==> config.mk <==
export PLATFORM = sky130hd
export DESIGN_NAME = fb_fill_flat
export DESIGN_NICKNAME = d
export VERILOG_FILES = /design/src/rtl/fb_pkg.sv /design/src/rtl/fb_fill_if.sv /design/src/rtl/fb_nibble_merge.sv /design/src/rtl/fb_fill.sv /design/src/flat_wrapper.sv
export SDC_FILE = /design/constraint.sdc
export NUM_CORES = 1
export LEC_CHECK = 0
export BUFFER_PORTS_ARGS = -buffer_cell sky130_fd_sc_hd__buf_4
export CORE_UTILIZATION = 59
export DETAILED_ROUTE_END_ITERATION = 12
export HOLD_SLACK_MARGIN = 0.02
export PLACE_DENSITY = 0.81
export SLEW_MARGIN = 25
export SYNTH_ARGS = -nofsm -noshare
export SYNTH_HDL_FRONTEND = slang
export SYNTH_SLANG_ARGS = --single-unit
==> constraint.sdc <==
create_clock -name clock_50 -period 5.6 [get_ports clock_50]
set_input_delay 0.28 -clock clock_50 [delete_from_list [all_inputs] [get_ports clock_50]]
set_output_delay 0.28 -clock clock_50 [all_outputs]
set_load 0.03 [all_outputs]
==> src/rtl/fb_pkg.sv <==
// fb_pkg: framebuffer geometry, nibble order and fb_fill state encoding shared with the video block.
package fb_pkg;
    localparam int WIDTH   = 640;
    localparam int HEIGHT  = 400;
    localparam int STRIDE  = 320;
    localparam int ADDR_W  = 18;
    localparam int COORD_W = 10;
    localparam int BX_W    = 9;
    // Even pixel lives in the high nibble of each byte.
    localparam bit EVEN_HI = 1'b1;
    typedef enum logic [2:0] {S_IDLE, S_SETUP, S_SPAN, S_READ, S_MERGE, S_DONE} fb_state_t;
endpackage

==> src/rtl/fb_fill_if.sv <==
// fb_fill_if: command handshake and framebuffer write-port bundle for fb_fill.
interface fb_fill_if;
    import fb_pkg::*;
    logic               cmd_valid;
    logic               cmd_ready;
    logic [COORD_W-1:0] cmd_x0;
    logic [COORD_W-1:0] cmd_x1;
    logic [COORD_W-1:0] cmd_y0;
    logic [COORD_W-1:0] cmd_y1;
    logic [3:0]         cmd_color;
    logic [ADDR_W-1:0]  mem_address;
    logic [7:0]         mem_wdata;
    logic               mem_we;
    logic [7:0]         mem_rdata;
    logic               busy;
    logic               done;
    modport master (
        output cmd_valid, cmd_x0, cmd_x1, cmd_y0, cmd_y1, cmd_color, mem_rdata,
        input  cmd_ready, mem_address, mem_wdata, mem_we, busy, done
    );
    modport slave (
        input  cmd_valid, cmd_x0, cmd_x1, cmd_y0, cmd_y1, cmd_color, mem_rdata,
        output cmd_ready, mem_address, mem_wdata, mem_we, busy, done
    );
endinterface

==> src/rtl/fb_nibble_merge.sv <==
// fb_nibble_merge: replaces the covered pixel nibbles of a framebuffer byte with the fill colour.
module fb_nibble_merge import fb_pkg::*; (
    input  logic [7:0] rd,
    input  logic [3:0] color,
    input  logic       hi,
    input  logic       lo,
    output logic [7:0] wdata
);
    logic up, dn;
    always_comb begin
        up = EVEN_HI ? hi : lo;
        dn = EVEN_HI ? lo : hi;
        wdata = {up ? color : rd[7:4], dn ? color : rd[3:0]};
    end
endmodule

==> src/rtl/fb_fill.sv <==
// fb_fill: rectangle fill into the packed 4-bpp framebuffer; full bytes written directly, edge bytes by read-modify-write.
// Optional screen clipping when FB_FILL_CLIP_EN is defined.
module fb_fill import fb_pkg::*; (
    input logic      clock_50,
    input logic      reset,
    fb_fill_if.slave bus
);
    fb_state_t          state_q, state_d;
    logic [COORD_W-1:0] x0_q, x0_d, x1_q, x1_d, y1_q, y1_d, row_q, row_d;
    logic [3:0]         c_q, c_d;
    logic [ADDR_W-1:0]  base_q, base_d, mem_address_q, mem_address_d;
    logic [BX_W-1:0]    bx_q, bx_d;
    logic               hi_q, hi_d, lo_q, lo_d, adv, empty;
    logic [7:0]         mem_wdata_q, mem_wdata_d, merged;
    logic               mem_we_q, mem_we_d, cmd_ready_q, cmd_ready_d;
    logic               busy_q, busy_d, done_q, done_d;

    fb_nibble_merge u_merge (.rd(bus.mem_rdata), .color(c_q), .hi(hi_d), .lo(lo_d), .wdata(merged));

    always_comb begin
        state_d = state_q;
        x0_d = x0_q;
        x1_d = x1_q;
        y1_d = y1_q;
        c_d = c_q;
        row_d = row_q;
        base_d = base_q;
        bx_d = bx_q;
        adv = 1'b0;
        empty = 1'b0;
        case (state_q)
            S_IDLE: if (bus.cmd_valid && cmd_ready_q) begin
                x0_d = bus.cmd_x0;
                x1_d = bus.cmd_x1;
                row_d = bus.cmd_y0;
                y1_d = bus.cmd_y1;
                c_d = bus.cmd_color;
                state_d = S_SETUP;
            end
            S_SETUP: begin
`ifdef FB_FILL_CLIP_EN
                x1_d = (x1_q > COORD_W'(WIDTH - 1)) ? COORD_W'(WIDTH - 1) : x1_q;
                y1_d = (y1_q > COORD_W'(HEIGHT - 1)) ? COORD_W'(HEIGHT - 1) : y1_q;
                empty = x0_q >= COORD_W'(WIDTH) || row_q >= COORD_W'(HEIGHT) || x0_q > x1_d || row_q > y1_d;
`else
                empty = x0_q > x1_q || row_q > y1_q;
`endif
                base_d = ADDR_W'(row_q) * ADDR_W'(STRIDE);
                bx_d = x0_q[COORD_W-1:1];
                state_d = empty ? S_DONE : S_SPAN;
            end
            S_SPAN: begin
                adv = hi_q && lo_q;
                state_d = adv ? S_SPAN : S_READ;
            end
            S_READ:  state_d = S_MERGE;
            S_MERGE: adv = 1'b1;
            S_DONE:  state_d = S_IDLE;
            default: state_d = S_IDLE;
        endcase
        // Row step reuses the running base so only SETUP needs the multiply.
        if (adv) begin
            if (bx_q < x1_q[COORD_W-1:1]) begin
                bx_d = bx_q + 1'b1;
                state_d = S_SPAN;
            end else if (row_q == y1_q) begin
                state_d = S_DONE;
            end else begin
                row_d = row_q + 1'b1;
                base_d = base_q + ADDR_W'(STRIDE);
                bx_d = x0_q[COORD_W-1:1];
                state_d = S_SPAN;
            end
        end
    end

    // Outputs are computed for the state being entered so they are registered yet aligned with it.
    always_comb begin
        hi_d = {bx_d, 1'b0} >= x0_d;
        lo_d = {bx_d, 1'b1} <= x1_d;
        mem_we_d = (state_d == S_SPAN && hi_d && lo_d) || state_d == S_MERGE;
        mem_address_d = (state_d inside {S_SPAN, S_READ, S_MERGE}) ? base_d + ADDR_W'(bx_d) : mem_address_q;
        mem_wdata_d = mem_we_d ? merged : mem_wdata_q;
        cmd_ready_d = state_d == S_IDLE;
        busy_d = !cmd_ready_d;
        done_d = state_d == S_DONE;
    end

    always_ff @(posedge clock_50 or posedge reset) begin
        if (reset) begin
            state_q <= S_IDLE;
            x0_q <= '0;
            x1_q <= '0;
            y1_q <= '0;
            c_q <= '0;
            row_q <= '0;
            base_q <= '0;
            bx_q <= '0;
            hi_q <= 1'b0;
            lo_q <= 1'b0;
            mem_address_q <= '0;
            mem_wdata_q <= '0;
            mem_we_q <= 1'b0;
            cmd_ready_q <= 1'b1;
            busy_q <= 1'b0;
            done_q <= 1'b0;
        end else begin
            state_q <= state_d;
            x0_q <= x0_d;
            x1_q <= x1_d;
            y1_q <= y1_d;
            c_q <= c_d;
            row_q <= row_d;
            base_q <= base_d;
            bx_q <= bx_d;
            hi_q <= hi_d;
            lo_q <= lo_d;
            mem_address_q <= mem_address_d;
            mem_wdata_q <= mem_wdata_d;
            mem_we_q <= mem_we_d;
            cmd_ready_q <= cmd_ready_d;
            busy_q <= busy_d;
            done_q <= done_d;
        end
    end

    assign bus.cmd_ready = cmd_ready_q;
    assign bus.busy = busy_q;
    assign bus.done = done_q;
    assign bus.mem_we = mem_we_q;
    assign bus.mem_address = mem_address_q;
    assign bus.mem_wdata = mem_wdata_q;
endmodule

==> src/flat_wrapper.sv <==
// flat-port wrapper written by rule: the top's interface ports become plain ports
module fb_fill_flat import fb_pkg::*;
  (clock_50, reset, bus_cmd_valid, bus_cmd_x0, bus_cmd_x1, bus_cmd_y0, bus_cmd_y1, bus_cmd_color, bus_mem_rdata, bus_cmd_ready, bus_mem_address, bus_mem_wdata, bus_mem_we, bus_busy, bus_done);
  fb_fill_if bus_i ();
  input logic clock_50;
  input logic reset;
  input wire logic [$bits(bus_i.cmd_valid)-1:0] bus_cmd_valid;
  input wire logic [$bits(bus_i.cmd_x0)-1:0] bus_cmd_x0;
  input wire logic [$bits(bus_i.cmd_x1)-1:0] bus_cmd_x1;
  input wire logic [$bits(bus_i.cmd_y0)-1:0] bus_cmd_y0;
  input wire logic [$bits(bus_i.cmd_y1)-1:0] bus_cmd_y1;
  input wire logic [$bits(bus_i.cmd_color)-1:0] bus_cmd_color;
  input wire logic [$bits(bus_i.mem_rdata)-1:0] bus_mem_rdata;
  output wire logic [$bits(bus_i.cmd_ready)-1:0] bus_cmd_ready;
  output wire logic [$bits(bus_i.mem_address)-1:0] bus_mem_address;
  output wire logic [$bits(bus_i.mem_wdata)-1:0] bus_mem_wdata;
  output wire logic [$bits(bus_i.mem_we)-1:0] bus_mem_we;
  output wire logic [$bits(bus_i.busy)-1:0] bus_busy;
  output wire logic [$bits(bus_i.done)-1:0] bus_done;
  assign bus_i.cmd_valid = bus_cmd_valid;
  assign bus_i.cmd_x0 = bus_cmd_x0;
  assign bus_i.cmd_x1 = bus_cmd_x1;
  assign bus_i.cmd_y0 = bus_cmd_y0;
  assign bus_i.cmd_y1 = bus_cmd_y1;
  assign bus_i.cmd_color = bus_cmd_color;
  assign bus_i.mem_rdata = bus_mem_rdata;
  assign bus_cmd_ready = bus_i.cmd_ready;
  assign bus_mem_address = bus_i.mem_address;
  assign bus_mem_wdata = bus_i.mem_wdata;
  assign bus_mem_we = bus_i.mem_we;
  assign bus_busy = bus_i.busy;
  assign bus_done = bus_i.done;
  fb_fill u_core (.clock_50(clock_50), .reset(reset), .bus(bus_i));
endmodule
Word level (Yosys, flattened, before mapping)

Cells that the tools add are included.

Flip-flop bits (word level): 106
Input bits: 55
Output and inout bits: 30

Add/subtract/negate cells: 4
$mul: 1
Magnitude comparators: 5
Equality and inequality tests: 9
Mux-type cells: 27
Reduce and logical (&&, ||, !) cells: 11

Operator list:

| operator                                                              | count |
|---|---|
| 10-bit 2-to-1 mux                                                     | 9 |
| 18-bit 2-to-1 mux                                                     | 4 |
| 9-bit 2-to-1 mux                                                      | 4 |
| 10-bit greater-than comparator                                        | 2 |
| 18-bit by 9-bit adder with 18-bit output                              | 1 |
| 18-bit by 9-bit adder with 18-bit output, second input constant       | 1 |
| 3-bit 2-to-1 mux                                                      | 5 |
| 3-bit case mux with 5 select lines                                    | 1 |
| 3-bit by 2-bit equality test with 1-bit output, second input constant | 4 |
| 10-bit by 3-bit multiplier with 12-bit output, second input constant  | 1 |
| 10-bit by 1-bit adder with 10-bit output, second input constant       | 1 |
| 10-bit equality test                                                  | 1 |
| 10-bit >= comparator                                                  | 1 |
| 10-bit less-or-equal comparator                                       | 1 |
| 9-bit by 1-bit adder with 9-bit output, second input constant         | 1 |
| 3-bit equality test, second input constant                            | 3 |
| 9-bit less-than comparator                                            | 1 |
| 4-bit 2-to-1 mux                                                      | 2 |
| 3-bit zero test                                                       | 2 |
| 1-bit logical AND                                                     | 4 |
| 3-bit by 1-bit equality test with 1-bit output, second input constant | 1 |
| 3-bit nonzero test                                                    | 1 |
| 1-bit logical OR                                                      | 2 |
| 1-bit case mux with 2 select lines                                    | 1 |
| 3 further kinds                                                       | 3 |

Longest topological paths before layout

Word-level depth: 9
Depth in mapped cells: 22
Depth with buffers taken out: 22

By module

From an unflattened synthesis, not the netlist that was laid out.

Cells, all modules: 740
Area, all modules: 6,852.8 um2

By module, submodules not included:

| module          | instances | cells each | area an instance (um2) | sequential area each (um2) |
|---|---|---|---|---|
| fb_fill         | 1         | 732        | 6,762.7                | 2,653.8 |
| fb_nibble_merge | 1         | 8          | 90.1                   | 0.0 |

Worst setup path before layout

No wires, ideal clock.

Path type: flip-flop to flip-flop
Start: reg u_core.row_q[2]
End: reg u_core.mem_wdata_q[0] (netlist: u_core.bus.mem_wdata[0])
Library setup time: 0.125 ns
Arrival time: 4.342 ns
Data required time: 5.475 ns
Setup slack: 1.133 ns
Cell stages (with the launch flop): 19
Path buffers: 1
Period minus slack after synthesis: 4.467 ns
Cells stage by stage: dfrtp_1 > ha_1 > nand3_1 > or4_4 > a21oi_1 > a21o_1 > clkbuf_1 > o22ai_1 > nor2_1 > ha_1 > nor2b_1 > o21a_1 > o21a_1 > o21bai_1 > a31oi_1 > o21a_1 > o21a_1 > o41ai_4 > mux2_2

Elaborated cells between the ends (all ways): 19
Those cells by class: order compare (3); eq/ne (3); mux (9); reduce/logical (4)

RTL lines:

| element                  | line           | text |
|---|---|---|
| start: declaration       | fb_fill.sv:9   | `logic [COORD_W-1:0] x0_q, x0_d, x1_q, x1_d, y1_q, y1_d, row_q, row_d;` |
| start signal: assignment | fb_fill.sv:113 | `row_q <= row_d;` |
| 10-bit equality test *   | fb_fill.sv:66  | `end else if (row_q == y1_q) begin` |
| 9-bit 2-to-1 mux *       | fb_fill.sv:66  |  |
| 9-bit 2-to-1 mux *       | fb_fill.sv:63  | `if (bx_q < x1_q[COORD_W-1:1]) begin` |
| 9-bit 2-to-1 mux *       | fb_fill.sv:62  | `if (adv) begin` |
| via u_core.bx_d[1]       | fb_fill.sv:12  | `logic [BX_W-1:0] bx_q, bx_d;` |
| 10-bit >= comparator     | fb_fill.sv:79  | `hi_d = {bx_d, 1'b0} >= x0_d;` |
| 1-bit logical AND        | fb_fill.sv:81  | `mem_we_d = (state_d == S_SPAN && hi_d && lo_d) \|\| state_d == S_MERGE;` |
| 1-bit logical AND *      | fb_fill.sv:81  |  |
| 1-bit logical OR *       | fb_fill.sv:81  |  |
| via u_core.mem_we_d      | fb_fill.sv:15  | `logic mem_we_q, mem_we_d, cmd_ready_q, cmd_ready_d;` |
| end signal: assignment   | fb_fill.sv:119 | `mem_wdata_q <= mem_wdata_d;` |
| end: declaration         | fb_fill.sv:14  | `logic [7:0] mem_wdata_q, mem_wdata_d, merged;` |

Mark *: on every way through the listed nets, which the timed path passes. The rest lies on a longest branch.
A chain may end at the register's enable or synchronous reset.

Worst setup path in the final report

Start: reg u_core.row_q[2]
End: reg u_core.mem_wdata_q[1] (netlist: u_core.bus.mem_wdata[1])

The elaborated chain is that of the path after synthesis.

==> flow_summary.json <==
{
  "cp-end-kind": "flip-flop",
  "syn_nets": 831,
  "holdBufCountCts": 1,
  "drc": 0,
  "cts_setup_buffers": 0,
  "die_x_um": 109,
  "cts_buffers": 9,
  "final_nets": 921,
  "post_drt_wl_per_cell_um": 18.6,
  "place_area_mm2": 0.00758,
  "initial_core_util_pct": 61.6,
  "drt-vias-per-instance": 6.09,
  "die-height_um": 109,
  "final_cell_count_no_fill": 935,
  "grt_overflow": 0,
  "ys_ff_latch": 106,
  "num_vias": 5695,
  "syn_area_per_cell_um2": 9.67,
  "layout-drive-gt1-share_pct": 19.7,
  "slew_headroom_pct": 46.6,
  "finalSetupTns_ns": 0,
  "post-route-cell-area_mm2": 0.00787,
  "area_delta_synth_final_pct": 16.3,
  "crit_path_start_kind": "flip-flop",
  "clock_path_buffers": 2,
  "synth_edf_count": 0,
  "io_buffers": 84,
  "grt_pass1_wl_um": 28100,
  "critPathLaunch": "u_core.row_q[2]$_DFF_PP0_",
  "grt_usage_pct": 31.5,
  "place_ws_ns": 0.570,
  "cts_root_buffer": "clkbuf_16",
  "layout_min_cycle_time_ns": 5.04,
  "ctsResizeCount": 0,
  "gp_congestion": 0.892,
  "core_mm2": 0.0110,
  "hp-class": "in -> reg",
  "antenna_cells": 0,
  "ant_nets": 0,
  "die_area_mm2": 0.0119,
  "fillers": 839,
  "grt_pass1_vias": 5632,
  "setup_ws_ns": 0.557,
  "synth_flop_cell": "dfrtp_1",
  "dp.cells": 918,
  "num_rows": 38,
  "cts_tree": "built",
  "critical_path_required_ns": 5.85,
  "dr.pass1.iters": 5,
  "rr_endpoint": "u_core.bus.mem_wdata[1]$_DFFE_PP0P_",
  "seq_area_frac_synth_pct": 39.2,
  "synth.distinct_cells": 64,
  "worstPathMaxFanout": 11,
  "initialDrtViolationCount": 476,
  "r2r_setup_slack_ns": 0.56,
  "antenna_found_initial": 0,
  "grt_max_degree": 87,
  "ys_warn_count": 0,
  "drt-total-wl_um": 17400,
  "cap_violations": 0,
  "path_class": "reg -> reg",
  "outcome": "completed",
  "design.portCount": 85,
  "period_share_pct": 90.1,
  "synth_area_mm2": 0.00677,
  "dp_hpwl_um": 13200,
  "slew_viol_final": 0,
  "rsz0062_at_grt": "no",
  "worst_ep_arrival_time_ns": 5.29,
  "skew_ns": 0.0107,
  "synthArstFlopShare_pct": 100,
  "crit_path_end": "u_core.bus.mem_wdata[1]$_DFFE_PP0P_",
  "clock_latency_ns": 0.37,
  "finalHoldViolCount": 0,
  "clkTransAtPathRegs_ns": 0.07,
  "synthCells": 700,
  "r2r-start": "u_core.row_q[2]$_DFF_PP0_",
  "setup_viol": 0,
  "htreeDepth": 3,
  "cts.sinks": 106,
  "max_freq_mhz": 198,
  "r2r_cells": 17,
  "worst_pin_slew_ns": 0.802
}
==> worst min path at each step <==
stage                      from                          to  slack (ns)  depth (start not counted)
2_1_floorplan     bus_cmd_x0[0]    u_core.x0_q[0]$_DFF_PP0_        0.42                          2
3_3_place_gp              reset  u_core.y1_q[5]$_DFFE_PP0P_        0.24                          2
3_5_place_dp              reset  u_core.y1_q[5]$_DFFE_PP0P_        0.25                          2
4_1_cts        bus_cmd_color[1]   u_core.c_q[1]$_DFFE_PP0P_        0.14                          2
5_1_grt           bus_cmd_y1[3]  u_core.y1_q[3]$_DFFE_PP0P_        0.14                          2
6_report          bus_cmd_y1[5]  u_core.y1_q[5]$_DFFE_PP0P_        0.14                          2
==> layer usage <==
metal	track usage (%)	wire (um)	part of all wire (%)	up-vias
met1	43.5	7950	46	2773
li1	-	-	-	2692
met5	0	0	0	-
met4	12.0	348	2.0	0
met2	49.1	7980	46	203
met3	5.80	1120	6.4	27
==> per-stage QoR <==
| step | utilization [%] | hold WS [ns] |
|---|---|---|
| floorplan | - | 0.418 |
| global placement | 69.0 | 0.243 |
| detailed placement | 69.0 | 0.253 |
| CTS | 71.6 | 0.136 |
| global route | 71.6 | 0.138 |
| finish | 71.6 | 0.142 |
==> layout by cell type, fill, tap and decap left out, types with 10 or more instances in the layout <==
cell type / n
ha_1: 74
a21o_1: 11
nand3_1: 17
o21ai_0: 49
inv_1: 62
a21oi_1: 38
buf_4: 93
xnor2_1: 11
mux2i_1: 21
and2_1: 10
mux2_2: 37
nor2_1: 53
xor2_1: 11
nand2_1: 56
dfrtp_1: 105
==> cell families (layout without fill, tap and decap cells) <==
family,count (synthesis),count (layout),synth area share [%]
DFF,106,106,39.2
buffers and inverters,79,174,4.53
and+or+nand+nor,183,183,12.9
muxes,58,58,9.26
adders and majority gates,76,76,14.3
AOI/OAI and AO/OA,176,176,17.0
xor gates and xnor gates,22,22,2.85
==> cell type report <==
class	count	area [um2]	share of cell area, %
clock buffers	12	246	3.13
clock inverters	4	27.5	0.350
inverters	63	239	3.04
multi-input cells	515	3810	48.4
flip-flops and latches	106	2650	33.7
well taps	140	175	2.23
repair buffers	95	719	9.14
==> worst max-delay path, stage by stage, from the launching register on <==
cell	delay (ns)
dfrtp_1	0.49
ha_1	0.36
nand3_1	0.11
or4_4	0.54
a21oi_1	0.20
a21o_1	0.38
o22ai_1	0.14
nor2_1	0.32
ha_1	0.32
nor2b_1	0.13
o21a_1	0.16
o21a_1	0.16
o21bai_1	0.12
a31oi_1	0.09
o21a_1	0.17
o21a_1	0.28
o41ai_4	0.54
mux2_2	0.40
==> Yosys cell counts, types with 8 or more instances <==
master / count / area share, %
nand2_1: 56 / 3.1
xor2_1: 11 / 1.4
and2_1: 10 / 0.92
o21ai_0: 49 / 3.6
a211oi_1: 8 / 0.89
a21oi_1: 38 / 2.8
inv_1: 63 / 3.5
nand2b_1: 8 / 0.74
o21a_1: 8 / 0.89
mux2i_1: 21 / 3.1
xnor2_1: 11 / 1.4
ha_1: 74 / 14
mux2_2: 37 / 6.2
a21o_1: 11 / 1.2
nand4_1: 9 / 0.83
dfrtp_1: 105 / 39
nand3_1: 17 / 1.3
a31oi_1: 9 / 0.83
nor2_1: 53 / 2.9
==> sequential cells by signal (all words and copies together), names as in the netlist, 4 cells and up <==
signal                  cells
u_core.x0_q                10
u_core.bus.mem_address     18
u_core.y1_q                10
u_core.c_q                  4
u_core.x1_q                10
u_core.base_q              18
u_core.bx_q                 9
u_core.bus.mem_wdata        8
u_core.row_q               10
Power is not shown: default switching activity piles up to over one toggle a cycle in this logic, so the estimate is an artifact.
